File: src/rtl/bus_sequencer.sv
// Host-bus command sequencer: synchronised strobe capture into a small FIFO, then in-order execution.
// Capture 3 edges after strobe rise, pop 1 cycle later; engine-busy stalls writes/START, a full FIFO drops words.
module bus_sequencer #(
    parameter int FIFO_DEPTH = 4,
    parameter int ADDR_W     = 12
) (
    input  logic              clk,
    input  logic              rst,
    input  logic [23:0]       bus_ext,
    output logic [23:0]       host_bus,
    output logic              mem_we,
    output logic              mem_sel,
    output logic [ADDR_W-1:0] mem_addr,
    output logic [7:0]        mem_wdata,
    output logic              eng_start,
    output logic              eng_rst,
    input  logic              eng_busy,
    input  logic              eng_done,
    output logic [ADDR_W-1:0] res_addr,
    input  logic [15:0]       res_rdata,
    output logic [2:0]        fifo_count,
    output logic              err_ovf,
    output logic              err_op
);
    localparam int         PW      = (FIFO_DEPTH > 1) ? $clog2(FIFO_DEPTH) : 1;
    localparam logic [2:0] DEPTH_C = 3'(FIFO_DEPTH);

    localparam logic [2:0] OP_NOP   = 3'd0;
    localparam logic [2:0] OP_WR_W  = 3'd1;
    localparam logic [2:0] OP_WR_P  = 3'd2;
    localparam logic [2:0] OP_START = 3'd3;
    localparam logic [2:0] OP_RD    = 3'd4;
    localparam logic [2:0] OP_SRST  = 3'd5;

    typedef enum logic [2:0] {S_IDLE, S_EXEC, S_WAIT_ENG, S_READ_WAIT, S_RESP} state_t;

    state_t      r_state, w_next;
    logic        r_sync1, r_sync2, r_edge, r_armed;
    logic [1:0]  r_warm;
    logic [22:0] r_mem [FIFO_DEPTH];
    logic [PW-1:0] r_wptr, r_rptr;
    logic [2:0]  r_count;
    logic [22:0] r_cmd;
    logic [15:0] r_rdata;
    logic [23:0] r_host;
    logic        r_err_ovf, r_err_op;
    logic        w_cap, w_full, w_empty, w_push, w_pop, w_flush, w_set_op;
    logic [2:0]  w_op;

    // r_armed only sets once the synchronizer holds a real sample of a low strobe,
    // so a strobe already high when reset releases is never taken as an edge.
    always_ff @(posedge clk or negedge rst) begin
        if (!rst) begin
            r_sync1 <= 1'b0;
            r_sync2 <= 1'b0;
            r_edge  <= 1'b0;
            r_warm  <= 2'b00;
            r_armed <= 1'b0;
        end else begin
            r_sync1 <= bus_ext[23];
            r_sync2 <= r_sync1;
            r_edge  <= r_sync2;
            r_warm  <= {r_warm[0], 1'b1};
            if (r_warm[1] && !r_sync2)
                r_armed <= 1'b1;
        end
    end

    assign w_cap   = r_sync2 & ~r_edge & r_armed;
    assign w_full  = (r_count == DEPTH_C);
    assign w_empty = (r_count == 3'd0);
    assign w_push  = w_cap & ~w_full & ~w_flush;
    assign w_op    = r_cmd[22:20];

    always_ff @(posedge clk) begin
        if (w_push)
            r_mem[r_wptr] <= bus_ext[22:0];
    end

    always_ff @(posedge clk or negedge rst) begin
        if (!rst) begin
            r_wptr  <= '0;
            r_rptr  <= '0;
            r_count <= 3'd0;
        end else if (w_flush) begin
            r_wptr  <= '0;
            r_rptr  <= '0;
            r_count <= 3'd0;
        end else begin
            if (w_push)
                r_wptr <= r_wptr + 1'b1;
            if (w_pop)
                r_rptr <= r_rptr + 1'b1;
            case ({w_push, w_pop})
                2'b10:   r_count <= r_count + 3'd1;
                2'b01:   r_count <= r_count - 3'd1;
                default: r_count <= r_count;
            endcase
        end
    end

    always_ff @(posedge clk or negedge rst) begin
        if (!rst) begin
            r_err_ovf <= 1'b0;
            r_err_op  <= 1'b0;
        end else if (w_flush) begin
            r_err_ovf <= 1'b0;
            r_err_op  <= 1'b0;
        end else begin
            if (w_cap && w_full)
                r_err_ovf <= 1'b1;
            if (w_set_op)
                r_err_op <= 1'b1;
        end
    end

    always_ff @(posedge clk or negedge rst) begin
        if (!rst) begin
            r_state <= S_IDLE;
            r_cmd   <= '0;
            r_rdata <= '0;
            r_host  <= '0;
        end else begin
            r_state <= w_next;
            if (w_pop)
                r_cmd <= r_mem[r_rptr];
            if (r_state == S_READ_WAIT)
                r_rdata <= res_rdata;
            if (r_state == S_RESP)
                r_host <= {~r_host[23], OP_RD, 4'd0, r_rdata};
        end
    end

    always_comb begin
        w_next    = r_state;
        w_pop     = 1'b0;
        w_flush   = 1'b0;
        w_set_op  = 1'b0;
        mem_we    = 1'b0;
        eng_start = 1'b0;
        eng_rst   = 1'b0;
        case (r_state)
            S_IDLE: begin
                if (!w_empty) begin
                    w_pop  = 1'b1;
                    w_next = S_EXEC;
                end
            end
            S_EXEC: begin
                case (w_op)
                    OP_NOP: w_next = S_IDLE;
                    OP_WR_W, OP_WR_P: begin
                        if (!eng_busy) begin
                            mem_we = 1'b1;
                            w_next = S_IDLE;
                        end
                    end
                    OP_START: begin
                        if (!eng_busy) begin
                            eng_start = 1'b1;
                            w_next    = S_WAIT_ENG;
                        end
                    end
                    OP_RD:  w_next = S_READ_WAIT;
                    OP_SRST: begin
                        eng_rst = 1'b1;
                        w_flush = 1'b1;
                        w_next  = S_IDLE;
                    end
                    default: begin
                        w_set_op = 1'b1;
                        w_next   = S_IDLE;
                    end
                endcase
            end
            S_WAIT_ENG:  if (eng_done) w_next = S_IDLE;
            S_READ_WAIT: w_next = S_RESP;
            S_RESP:      w_next = S_IDLE;
            default:     w_next = S_IDLE;
        endcase
    end

    assign mem_sel    = (w_op == OP_WR_P);
    assign mem_addr   = ADDR_W'(r_cmd[19:8]);
    assign mem_wdata  = r_cmd[7:0];
    assign res_addr   = ADDR_W'(r_cmd[19:8]);
    assign host_bus   = r_host;
    assign fifo_count = r_count;
    assign err_ovf    = r_err_ovf;
    assign err_op     = r_err_op;
endmodule
File: config.mk
export PLATFORM = sky130hd
export DESIGN_NAME = bus_sequencer
export DESIGN_NICKNAME = d
export VERILOG_FILES = /design/src/rtl/bus_sequencer.sv
export SDC_FILE = /design/constraint.sdc
export NUM_CORES = 1
export LEC_CHECK = 0
export BUFFER_PORTS_ARGS = -buffer_cell sky130_fd_sc_hd__buf_4
export CORE_UTILIZATION = 45
export CTS_BUF_LIST = sky130_fd_sc_hd__clkbuf_4
export CTS_CLUSTER_DIAMETER = 100
export CTS_CLUSTER_SIZE = 12
export DETAILED_ROUTE_END_ITERATION = 7
export PLACE_DENSITY_LB_ADDON = 0.08
export SYNTH_ARGS = -nofsm -noshare
export SYNTH_HDL_FRONTEND = slang
export SYNTH_SLANG_ARGS = --single-unit
File: constraint.sdc
create_clock -name clk -period 2.9 [get_ports clk]
set_clock_uncertainty 0.15 [all_clocks]
set_input_delay 0.145 -clock clk [delete_from_list [all_inputs] [get_ports clk]]
set_output_delay 0.145 -clock clk [all_outputs]
set_load 0.01 [all_outputs]
==> key figures <==
Synthesis
  • Synthesis-stage register bit count: 167
  • Async SR Flop Fraction: 0.449
  • Mapped Area: 6690 um^2
  • Synth warn: 0
  • Top FF cell, synth: edfxtp_1
  • Synth cell types: 42
  • Gate Count Post-Synth: 408
  • Number of synthesized flops with an enable pin: 92
  • Mapped Avg Cell Area: 16.4 um^2
  • Register area share after synthesis: 0.694

Layout
  • Fill count: 1,195
  • Register area: 4640 um^2
  • Nets: 581
  • Core Util, Final: 0.556
  • Layout area overhead: 20.8%
  • Post-route cell area: 8080 um^2
  • # diodes: 0
  • Commonest non-fill, non-tap cell in the layout: buf_4
  • Layout cells sized above 1: 0.389
  • Footprint of the multi-input gates: 1660 um^2
  • Commonest non-fill, non-tap cells in the layout: buf_4 (111), edfxtp_1 (92), dfrtp_1 (74)

CTS
  • Number of CTS-inserted buffers: 17
  • Clk Latency, worst-skew pair: 520 ps
  • Sink Count: 167
  • Setup Buffers After CTS: 0
  • TritonCTS clock tree: done
  • Post-CTS sizing: 0
  • CTS HTree Levels: 4
  • Hold_buf cts: 43
  • CTS root buffer: clkbuf_4
  • Clock Path Buffers: 2
  • Reg clk slew, reported paths: 130 ps

Critical path
  • Worst endpoint required time: 2610 ps
  • Crit end category: output port
  • Critical Path AT: 2170 ps
  • CP max FO: 7
  • Reg2Reg Depth: 4
  • Startpoint types: flip-flop
  • Critical path class: reg -> out

Min path
  • Worst hold-check path type: in -> reg
  • Min-Delay Path Depth: 2

Power
  • Int Pwr: 5250 uW
  • Gate power share: 0.381
  • Final Power: 7710 uW
  • Sequential share of power: 0.464
  • Pleak: 0.00330 uW
  • Pwr Density: 955 nW/um^2
  • Maximum vdd ir drop: 0.694 mV
  • Clock Power Share: 0.155
  • Sw Share: 0.319
  • P_sw: 2460 uW

Route
  • DR vias/cell: 4.83
  • Routed vias: 3,522
  • Wire per inst: 16.0 um
  • Total wire length: 11,700 um
  • DR pass1 iterations: 7
  • Post-route ant nets: 0
  • # DRC: 0
  • Drt initial violations: 172

Global route
  • Initial antenna violation count: 0
  • Vias in the first global route: 3,457
  • First-pass GRT wire length: 17,900 um
  • GRT overflow: 0
  • Total track usage: 0.162
  • Largest net degree at the start of global routing: 76

Timing
  • Unrepaired setup endpoints after global routing: no
  • Tightest Pin Transition: 990 ps
  • Period utilization: 0.851
  • Final Critical Period: 2470 ps
  • Setup_tns: 0 ps
  • Final hold violation count: 0
  • Rel. slew slack: 0.340
  • Final WS setup: 433 ps
  • Final setup violation count: 0
  • Max Clock Freq: 405 MHz
  • Slew Limit Fails: 0

Run status
  • Status: completed

Place
  • GP Congestion: 0.715
  • Pre-CTS WS: 690 ps
  • Post-Place Cell Area: 7410 um^2
  • DP HPWL: 7130 um
  • Number of port buffers: 102

Floorplanning
  • CORE AREA: 14,500 um^2
  • Die area: 15,400 um^2
  • Die span in y: 124 um
  • I/O Pins: 109
  • DIE WIDTH: 124 um
  • Initial core utilization: 0.460
  • Site Rows: 44

Flow run
  • Max Cap Violations: 0
-- power by group through the flow --
stage	clock network [uW]	logic, uW	registers (uW)
2_1_floorplan	0	2230	3550
3_3_place_gp	0	2930	3600
3_5_place_dp	0	2960	3640
4_1_cts	1250	3020	3590
5_1_grt	1340	3240	3680
6_report	1190	2940	3580
-- layer usage --
metal / track usage / vias up / wire length (um)
met5: 0 / - / 0
met4: 0.0469 / 0 / 46
met3: 0.0472 / 2 / 599
met2: 0.266 / 93 / 5820
met1: 0.208 / 1755 / 5190
li1: - / 1672 / -
-- synth_stat cells, drive strengths merged, types with 2 or more instances --
master | number | area share
nand2 | 53 | 0.030
nor3b | 3 | 0.0034
ha | 4 | 0.0075
conb | 2 | 0.0011
dfrtp | 75 | 0.28
nand3 | 2 | 0.0015
clkbuf | 4 | 0.0022
nor3 | 2 | 0.0022
xor2 | 4 | 0.0064
or3b | 2 | 0.0026
mux2i | 6 | 0.0090
mux4 | 23 | 0.077
inv | 5 | 0.0028
mux2 | 39 | 0.066
or2 | 2 | 0.0019
edfxtp | 92 | 0.41
a21oi | 3 | 0.0022
nand3b | 2 | 0.0022
buf | 51 | 0.056
and3 | 5 | 0.0049
nor2 | 12 | 0.0067
nand2b | 4 | 0.0037
-- sequential cells by signal (all words and copies together), names as in the netlist, 3 cells and up --
name	flops
fifo_count	3
host_bus	18
r_mem	92
r_state	3
r_rdata	16
r_cmd	23
-- metrics by stage --
| step | hold slack (ps) | instances |
|---|---|---|
| floorplan | -301 | 413 |
| global placement | 106 | 654 |
| finish | 117 | 729 |
| global route | 52.8 | 729 |
| CTS | 55.6 | 729 |
| detailed placement | 107 | 654 |
-- critical path, stage by stage (launching register included) --
cell and delay, ps:
dfrtp_1 480, nand2b_1 190, or2_1 240, or3_1 380, a211oi_1 200, buf_4 170
-- worst paths after layout --
| kind | startpoint | slack (ps) | endpoint |
|---|---|---|---|
| worst max-delay path | r_state[1] | 430 | mem_we |
| worst min-delay path | bus_ext[23] | 120 | r_sync1 |
| worst max register to register | r_edge | 700 | r_mem[0][2] |
| worst min register to register | r_warm[0] | 220 | r_warm[1] |
| max in group asynchronous | rst | 1760 | r_rptr[0] |
| min in group asynchronous | rst | 160 | host_bus[0] |
-- area by class of cell --
| cell class | instances | share of cell area |
|---|---|---|
| Sequential cell | 167 | 0.574 |
| Multi-Input combinational cell | 185 | 0.205 |
| Timing Repair Buffer | 155 | 0.159 |
| Tap cell | 184 | 0.0285 |
| Clock buffer | 21 | 0.0195 |
| Clock inverter | 11 | 0.0107 |
| Inverter | 6 | 0.00279 |
-- cells by family after synthesis --
group | after synthesis | share of synthesized area
AOI/OAI and AO/OA | 8 | 0.00767
xor gates and xnor gates | 5 | 0.00767
adders and majority gates | 5 | 0.0105
buffers and inverters | 61 | 0.0619
DFF | 167 | 0.694
muxes | 68 | 0.152
other | 2 | 0.00112
and+or+nand+nor | 92 | 0.0651
Power figures use the tool's default switching activity.
